$ cat src/rtl/ifetch_pkg.sv
// Shared widths, default queue depth, fetch phase encoding and queue entry
// layout for the instruction fetch queue.
package ifetch_pkg;

  localparam int ADDR_W        = 16;
  localparam int BYTE_W        = 8;
  localparam int INSTR_W       = 16;
  localparam int DEPTH_DEFAULT = 4;

  typedef enum logic [1:0] {
    HI,
    LO,
    WAIT_LO
  } phase_e;

  typedef struct packed {
    logic [ADDR_W-1:0]  pc;
    logic [INSTR_W-1:0] instr;
  } ifq_entry_t;

endpackage

$ cat src/rtl/ifetch_queue_if.sv
// Memory read port, redirect request and instruction output handshake of the
// fetch queue; master is the fetch block, slave is the memory/CPU side.
interface ifetch_queue_if;
  import ifetch_pkg::*;

  logic [ADDR_W-1:0]  mem_raddr;
  logic [BYTE_W-1:0]  mem_rdata;
  logic               redirect;
  logic [ADDR_W-1:0]  redirect_pc;
  logic               instr_valid;
  logic [INSTR_W-1:0] instr;
  logic [ADDR_W-1:0]  instr_pc;
  logic               instr_ready;

  modport master (
    output mem_raddr,
    input  mem_rdata,
    input  redirect,
    input  redirect_pc,
    output instr_valid,
    output instr,
    output instr_pc,
    input  instr_ready
  );

  modport slave (
    input  mem_raddr,
    output mem_rdata,
    output redirect,
    output redirect_pc,
    input  instr_valid,
    input  instr,
    input  instr_pc,
    output instr_ready
  );
endinterface

$ cat src/rtl/ifq_fifo.sv
// Synchronous instruction FIFO with flush and occupancy count; the head entry
// is read straight from registered storage and forced to zero when empty.
module ifq_fifo
  import ifetch_pkg::*;
#(
  parameter int DEPTH = DEPTH_DEFAULT
) (
  input  logic                       clk,
  input  logic                       rst,
  input  logic                       flush_i,
  input  logic                       push_i,
  input  ifq_entry_t                 data_i,
  input  logic                       pop_i,
  output logic                       valid_o,
  output ifq_entry_t                 head_o,
  output logic [$clog2(DEPTH):0]     count_o
);

  localparam int PTR_W = $clog2(DEPTH);
  localparam int CNT_W = PTR_W + 1;
  localparam logic [CNT_W-1:0] FULL_CNT = CNT_W'(DEPTH);

  ifq_entry_t        mem_q [DEPTH];
  logic [PTR_W-1:0]  wr_ptr_q, wr_ptr_d;
  logic [PTR_W-1:0]  rd_ptr_q, rd_ptr_d;
  logic [CNT_W-1:0]  count_q, count_d;
  logic              do_push, do_pop;

  assign do_push = push_i && !flush_i && (count_q != FULL_CNT);
  assign do_pop  = pop_i  && !flush_i && (count_q != '0);

  always_comb begin
    wr_ptr_d = wr_ptr_q;
    rd_ptr_d = rd_ptr_q;
    count_d  = count_q;
    if (flush_i) begin
      wr_ptr_d = '0;
      rd_ptr_d = '0;
      count_d  = '0;
    end else begin
      if (do_push) wr_ptr_d = wr_ptr_q + 1'b1;
      if (do_pop)  rd_ptr_d = rd_ptr_q + 1'b1;
      case ({do_push, do_pop})
        2'b10:   count_d = count_q + 1'b1;
        2'b01:   count_d = count_q - 1'b1;
        default: count_d = count_q;
      endcase
    end
  end

  always_ff @(posedge clk) begin
    if (rst) begin
      wr_ptr_q <= '0;
      rd_ptr_q <= '0;
      count_q  <= '0;
    end else begin
      wr_ptr_q <= wr_ptr_d;
      rd_ptr_q <= rd_ptr_d;
      count_q  <= count_d;
    end
  end

  // NOTE: storage has no reset; stale entries are never visible because the
  // head is masked whenever the count is zero.
  always_ff @(posedge clk) begin
    if (do_push) mem_q[wr_ptr_q] <= data_i;
  end

  assign valid_o = (count_q != '0);
  assign head_o  = valid_o ? mem_q[rd_ptr_q] : '0;
  assign count_o = count_q;

endmodule

$ cat src/rtl/ifetch_queue.sv
// Byte-serial instruction fetcher: reads two bytes per instruction from a
// one-cycle-latency memory and queues {hi, lo} words, gated by queue credit.
module ifetch_queue
  import ifetch_pkg::*;
#(
  parameter int DEPTH = DEPTH_DEFAULT
) (
  input  logic           clk,
  input  logic           rst,
  ifetch_queue_if.master bus
);

  localparam int CNT_W = $clog2(DEPTH) + 1;
  localparam int OCC_W = CNT_W + 1;
  localparam logic [OCC_W-1:0] DEPTH_OCC = OCC_W'(DEPTH);

  phase_e             phase_q, phase_d;
  logic [ADDR_W-1:0]  fpc_q, fpc_d;
  logic [BYTE_W-1:0]  hi_q, hi_d;
  logic [ADDR_W-1:0]  raddr;
  logic               push;
  logic               credit;
  logic [CNT_W-1:0]   fifo_count;
  logic [OCC_W-1:0]   occupancy;
  ifq_entry_t         push_entry;
  ifq_entry_t         head;

  // Queued entries plus the one word whose bytes are still being read.
  assign occupancy = {1'b0, fifo_count} + {{CNT_W{1'b0}}, (phase_q != HI)};
  assign credit    = (occupancy < DEPTH_OCC);

  assign push_entry.pc    = fpc_q;
  assign push_entry.instr = {hi_q, bus.mem_rdata};

  // NOTE: every comb output gets a default first so no path can infer a latch.
  always_comb begin
    phase_d = phase_q;
    fpc_d   = fpc_q;
    hi_d    = hi_q;
    raddr   = fpc_q;
    push    = 1'b0;
    case (phase_q)
      HI: begin
        if (credit) phase_d = LO;
      end
      LO: begin
        raddr   = fpc_q + 16'd1;
        hi_d    = bus.mem_rdata;
        phase_d = WAIT_LO;
      end
      WAIT_LO: begin
        // The next high-byte read overlaps the push of the current word.
        push    = 1'b1;
        fpc_d   = fpc_q + 16'd2;
        raddr   = fpc_q + 16'd2;
        phase_d = credit ? LO : HI;
      end
      default: phase_d = HI;
    endcase
    if (bus.redirect) begin
      fpc_d   = bus.redirect_pc;
      phase_d = HI;
      push    = 1'b0;
    end
  end

  // NOTE: sequential state uses non-blocking assignments only.
  always_ff @(posedge clk) begin
    if (rst) begin
      phase_q <= HI;
      fpc_q   <= '0;
      hi_q    <= '0;
    end else begin
      phase_q <= phase_d;
      fpc_q   <= fpc_d;
      hi_q    <= hi_d;
    end
  end

  ifq_fifo #(.DEPTH(DEPTH)) u_fifo (
    .clk     (clk),
    .rst     (rst),
    .flush_i (bus.redirect),
    .push_i  (push),
    .data_i  (push_entry),
    .pop_i   (bus.instr_ready),
    .valid_o (bus.instr_valid),
    .head_o  (head),
    .count_o (fifo_count)
  );

  assign bus.mem_raddr = rst ? '0 : raddr;
  assign bus.instr     = head.instr;
  assign bus.instr_pc  = head.pc;

endmodule

$ cat src/flat_wrapper.sv
// flat-port wrapper written by rule: the top's interface ports become plain ports
module ifetch_queue_flat import ifetch_pkg::*;
#(
  parameter int DEPTH = DEPTH_DEFAULT
)
  (clk, rst, bus_mem_raddr, bus_mem_rdata, bus_redirect, bus_redirect_pc, bus_instr_valid, bus_instr, bus_instr_pc, bus_instr_ready);
  ifetch_queue_if bus_i ();
  input  logic clk;
  input  logic rst;
  output wire logic [$bits(bus_i.mem_raddr)-1:0] bus_mem_raddr;
  input wire logic [$bits(bus_i.mem_rdata)-1:0] bus_mem_rdata;
  input wire logic [$bits(bus_i.redirect)-1:0] bus_redirect;
  input wire logic [$bits(bus_i.redirect_pc)-1:0] bus_redirect_pc;
  output wire logic [$bits(bus_i.instr_valid)-1:0] bus_instr_valid;
  output wire logic [$bits(bus_i.instr)-1:0] bus_instr;
  output wire logic [$bits(bus_i.instr_pc)-1:0] bus_instr_pc;
  input wire logic [$bits(bus_i.instr_ready)-1:0] bus_instr_ready;
  assign bus_mem_raddr = bus_i.mem_raddr;
  assign bus_i.mem_rdata = bus_mem_rdata;
  assign bus_i.redirect = bus_redirect;
  assign bus_i.redirect_pc = bus_redirect_pc;
  assign bus_instr_valid = bus_i.instr_valid;
  assign bus_instr = bus_i.instr;
  assign bus_instr_pc = bus_i.instr_pc;
  assign bus_i.instr_ready = bus_instr_ready;
  ifetch_queue #(.DEPTH(DEPTH)) u_core (.clk(clk), .rst(rst), .bus(bus_i));
endmodule
$ cat config.mk
export PLATFORM = sky130hd
export DESIGN_NAME = ifetch_queue_flat
export DESIGN_NICKNAME = d
export VERILOG_FILES = /design/src/rtl/ifetch_pkg.sv /design/src/rtl/ifetch_queue_if.sv /design/src/rtl/ifq_fifo.sv /design/src/rtl/ifetch_queue.sv /design/src/flat_wrapper.sv
export SDC_FILE = /design/constraint.sdc
export NUM_CORES = 1
export LEC_CHECK = 0
export CAP_MARGIN = 5
export CELL_PAD_IN_SITES_DETAIL_PLACEMENT = 0
export CELL_PAD_IN_SITES_GLOBAL_PLACEMENT = 1
export CORE_MARGIN = 4
export CORE_UTILIZATION = 47
export DETAILED_ROUTE_END_ITERATION = 10
export GPL_TIMING_DRIVEN = 1
export PLACE_DENSITY_LB_ADDON = 0.1
export SLEW_MARGIN = 20
export SYNTH_ARGS = -nofsm -noshare
export SYNTH_HDL_FRONTEND = slang
export SYNTH_SLANG_ARGS = --single-unit
$ cat constraint.sdc
create_clock -name clk -period 2.95 [get_ports clk]
set_input_delay 0.885 -clock clk [delete_from_list [all_inputs] [get_ports clk]]
set_output_delay 0.885 -clock clk [all_outputs]
set_load 0.02 [all_outputs]
==> results.sh <==
export IMPL_outcome="complete, but fails checks"
export IMPL_failed_checks="negative setup slack"
export IMPL_diodes=0
export IMPL_synth_top_cell_area_share_pct=52.07
export IMPL_dr_total_vias=5299
export IMPL_clkPwrFrac_pct=42.9
export IMPL_cp_top_family="simple AND/OR/NAND/NOR gates"
export IMPL_drive_gt1_share_pct=40.27
export IMPL_synth_async_sr_flop_share_pct=0
export IMPL_startpoint_type="flop"
export IMPL_max_stage_delay_ps=410
export IMPL_fin_skew_ps=8.952
export IMPL_cts_tree="yes"
export IMPL_crit_path_end_kind="output pin"
export IMPL_required_ps=2070
export IMPL_dp_hpwl_mm=12.34
export IMPL_p_sw_share_pct=21.39
export IMPL_post_route_drc_count=0
export IMPL_slew_violations=0
export IMPL_cts_sinks=163
export IMPL_syn_nets=585
export IMPL_fin_ws_ps=-107.1
export IMPL_post_drt_via_cell_ratio=5.543
export IMPL_drt_pre_antenna_iters=5
export IMPL_p_leak_nw=3.754
export IMPL_portBuffers=76
export IMPL_path_common_cell="buf_4"
export IMPL_synth_area_leaders="edfxtp_1 (52%), mux4_2 (9.8%), dfxtp_1 (9.5%)"
export IMPL_fill_cells=1116
export IMPL_syn_instance_count=544
export IMPL_fp_dieH_microns=133.3
export IMPL_cts_hold_buf=0
export IMPL_wl_per_cell_microns=19.26
export IMPL_clk_latency_ps=420
export IMPL_rsz0062_at_grt="true"
export IMPL_core_area_sq_mm=0.01531
export IMPL_tightest_slew_ps=370.4
export IMPL_drtIter0Drc=317
export IMPL_path_class="flop to output pin"
export IMPL_synth_area_sq_mm=0.007382
export IMPL_p_int_w=0.004037
export IMPL_arrival_ps=2170
export IMPL_grt_overflow_total=0
export IMPL_drv_cap=0
export IMPL_gp_congestion=0.9032
export IMPL_fin_nets=773
export IMPL_slew_limit_headroom_pct=75.08
export IMPL_synth_area_per_cell_sq_um=13.57
export IMPL_crit_chain="and4_4 -> buf_4 -> nand4_1 -> or3_1 -> a211oi_2 -> buf_4"
export IMPL_yosysWarnings=0
export IMPL_critPathMaxFanout=6
export IMPL_whs_ps=499.2
export IMPL_synth_seq_area_share_pct=61.56
export IMPL_placed_area_sq_mm=0.009102
export IMPL_power_frac_seq_pct=49.4
export IMPL_hold_viol_final=0
export IMPL_period_share_pct=103.6
export IMPL_ys_seq_elements=163
export IMPL_final_util_pct=67.45
export IMPL_yosys_area_top_type="edfxtp_1"
export IMPL_start_util_pct=48.20
export IMPL_min_path_type="flop to flop"
export IMPL_fin_tns_setup_ps=-401.9
export IMPL_ys_types=56
export IMPL_finalCriticalPeriod_ps=3057
export IMPL_dieArea_sq_mm=0.01778
export IMPL_peakVddDrop_v=0.0004416
export IMPL_ys_flop_type="edfxtp_1"
export IMPL_clk_pin_slew_ps=60
export IMPL_wirelength_mm=18.42
export IMPL_clock_path_buffers=2
export IMPL_num_rows=45
export IMPL_power_switching_w=0.001098
export IMPL_post_route_cell_area_sq_mm=0.01033
export IMPL_clockRootBuffer="clkbuf_16"
export IMPL_cts_buffers=17
export IMPL_mostFrequentLayoutCell="edfxtp_1"
export IMPL_worst_path_max_delay_cell="dfxtp_4"
export IMPL_track_usage_pct=20.65
export IMPL_fmax_ghz=0.3271
export IMPL_io_pins=77
export IMPL_total_power_w=0.005135
export IMPL_ant_nets=0
export IMPL_synth_edf_count=128
export IMPL_pwr_density_cell_mw_per_mm2=497.1
export IMPL_multi_input_area_sq_mm=0.002977
export IMPL_seq_area_sq_mm=0.004594
export IMPL_antenna_found_initial=0
export IMPL_grt_pass1_wl_mm=28.43
export IMPL_crit_buf_inv=2
export IMPL_final_cell_mix="edfxtp_1 (128), buf_4 (115), nor2_1 (46), nor2b_1 (33), mux4_2 (32)"
export IMPL_area_delta_synth_final_pct=39.93
export IMPL_h_tree_depth=4
export IMPL_die_w_microns=133.3
export IMPL_first_global_vias=5284
export IMPL_grt_max_degree=34
export IMPL_combPwrFrac_pct=7.7
export IMPL_finalSetupViolations=8
==> flip-flops by register name, indices dropped and copies added, names as in the netlist, named ones only <==
| register | count |
|---|---|
| u_core.u_fifo.count_o | 3 |
| u_core.u_fifo.mem_q | 128 |
| u_core.fpc_q | 16 |
| u_core.phase_q | 2 |
| u_core.hi_q | 8 |
| u_core.u_fifo.rd_ptr_q | 2 |
| u_core.u_fifo.wr_ptr_q | 2 |
==> timing repair <==
| item | in CTS | in global routing |
|---|---|---|
| resized for setup | 204 | 79 |
| pin swaps | 25 | 25 |
| gates cloned | 0 | 1 |
| setup endpoints to repair | 48 | 20 |
| setup buffers | 9 | 15 |
==> metrics by stage <==
stage / instances / setup slack, ps
final: 956 / -107.1
after global routing: 956 / -186.9
after floorplan: 544 / 50.03
after CTS: 940 / -151.4
after detailed placement: 899 / -513.7
after global placement: 899 / -529.7
==> cells in the mapped netlist, drive strengths merged (2+ instances only) <==
| master | count |
|---|---|
| edfxtp | 128 |
| nor2 | 48 |
| nand2 | 38 |
| dfxtp | 35 |
| nor2b | 33 |
| mux4 | 32 |
| clkbuf | 21 |
| a21oi | 20 |
| buf | 17 |
| o21ai | 14 |
| a211oi | 13 |
| nand3 | 13 |
| ha | 12 |
| inv | 12 |
| mux2i | 11 |
| nand4 | 10 |
| xnor2 | 9 |
| xor2 | 9 |
| nor3 | 6 |
| a311oi | 5 |
| nor4 | 5 |
| a31oi | 4 |
| and2 | 4 |
| and3 | 4 |
| o31ai | 4 |
| or2 | 4 |
| or3 | 4 |
| a22oi | 3 |
| nand2b | 3 |
| a41oi | 2 |
| and4 | 2 |
| clkinv | 2 |
| nor3b | 2 |
| o211ai | 2 |
==> cells by family (layout without fill, tap and decap cells) <==
kind of cell / after synthesis / after routing / synth area share, %
DFF: 163 / 163 / 61.56
adders and majority gates: 13 / 13 / 2.305
buffers and inverters: 52 / 253 / 3.000
AOI/OAI and AO/OA: 77 / 77 / 6.966
and+or+nand+nor: 177 / 177 / 12.63
muxes: 44 / 44 / 11.41
xor gates and xnor gates: 18 / 18 / 2.136
==> per-layer routing <==
metal	share of wire [%]	GRT usage [%]	wire length, microns	vias up
met1	43	26.99	7997	2701
met5	0	0	0	-
met2	50	34.65	9285	150
li1	-	-	-	2427
met3	4.7	4.305	871	21
met4	1.4	6.857	263	0
==> worst paths after layout <==
kind	startpoint	to	slack, ps	depth (start not counted)
max	u_core.fpc_q[4]$_SDFFE_PP0N_	bus_mem_raddr[13]	-110	6
min	u_core.hi_q[0]$_SDFFE_PP0P_	u_core.u_fifo.mem_q[1][8]$_DFFE_PP_	500	0
max reg2reg	u_core.phase_q[1]$_SDFFE_PP0P_	u_core.u_fifo.count_o[2]$_SDFFE_PP0P_	510	13
min reg2reg	u_core.hi_q[0]$_SDFFE_PP0P_	u_core.u_fifo.mem_q[1][8]$_DFFE_PP_	500	0
==> area by class of cell <==
type / instances / area share [%]
Tap cell: 211 / 2.556
Clock buffer: 24 / 5.487
Clock inverter: 8 / 0.5329
Timing Repair Buffer: 207 / 17.50
Inverter: 14 / 0.6298
Multi-Input combinational cell: 329 / 28.82
Sequential cell: 163 / 44.48
==> power by group through the flow <==
stage / registers (W) / clock network [W] / logic [W]
final: 0.00253 / 0.00220 / 0.000397
after global routing: 0.00254 / 0.00236 / 0.000425
after CTS: 0.00253 / 0.00224 / 0.000352
after detailed placement: 0.00258 / 0 / 0.000331
after global placement: 0.00258 / 0 / 0.000328
after floorplan: 0.00257 / 0 / 0.000156
(Power assumes the default switching activity.)
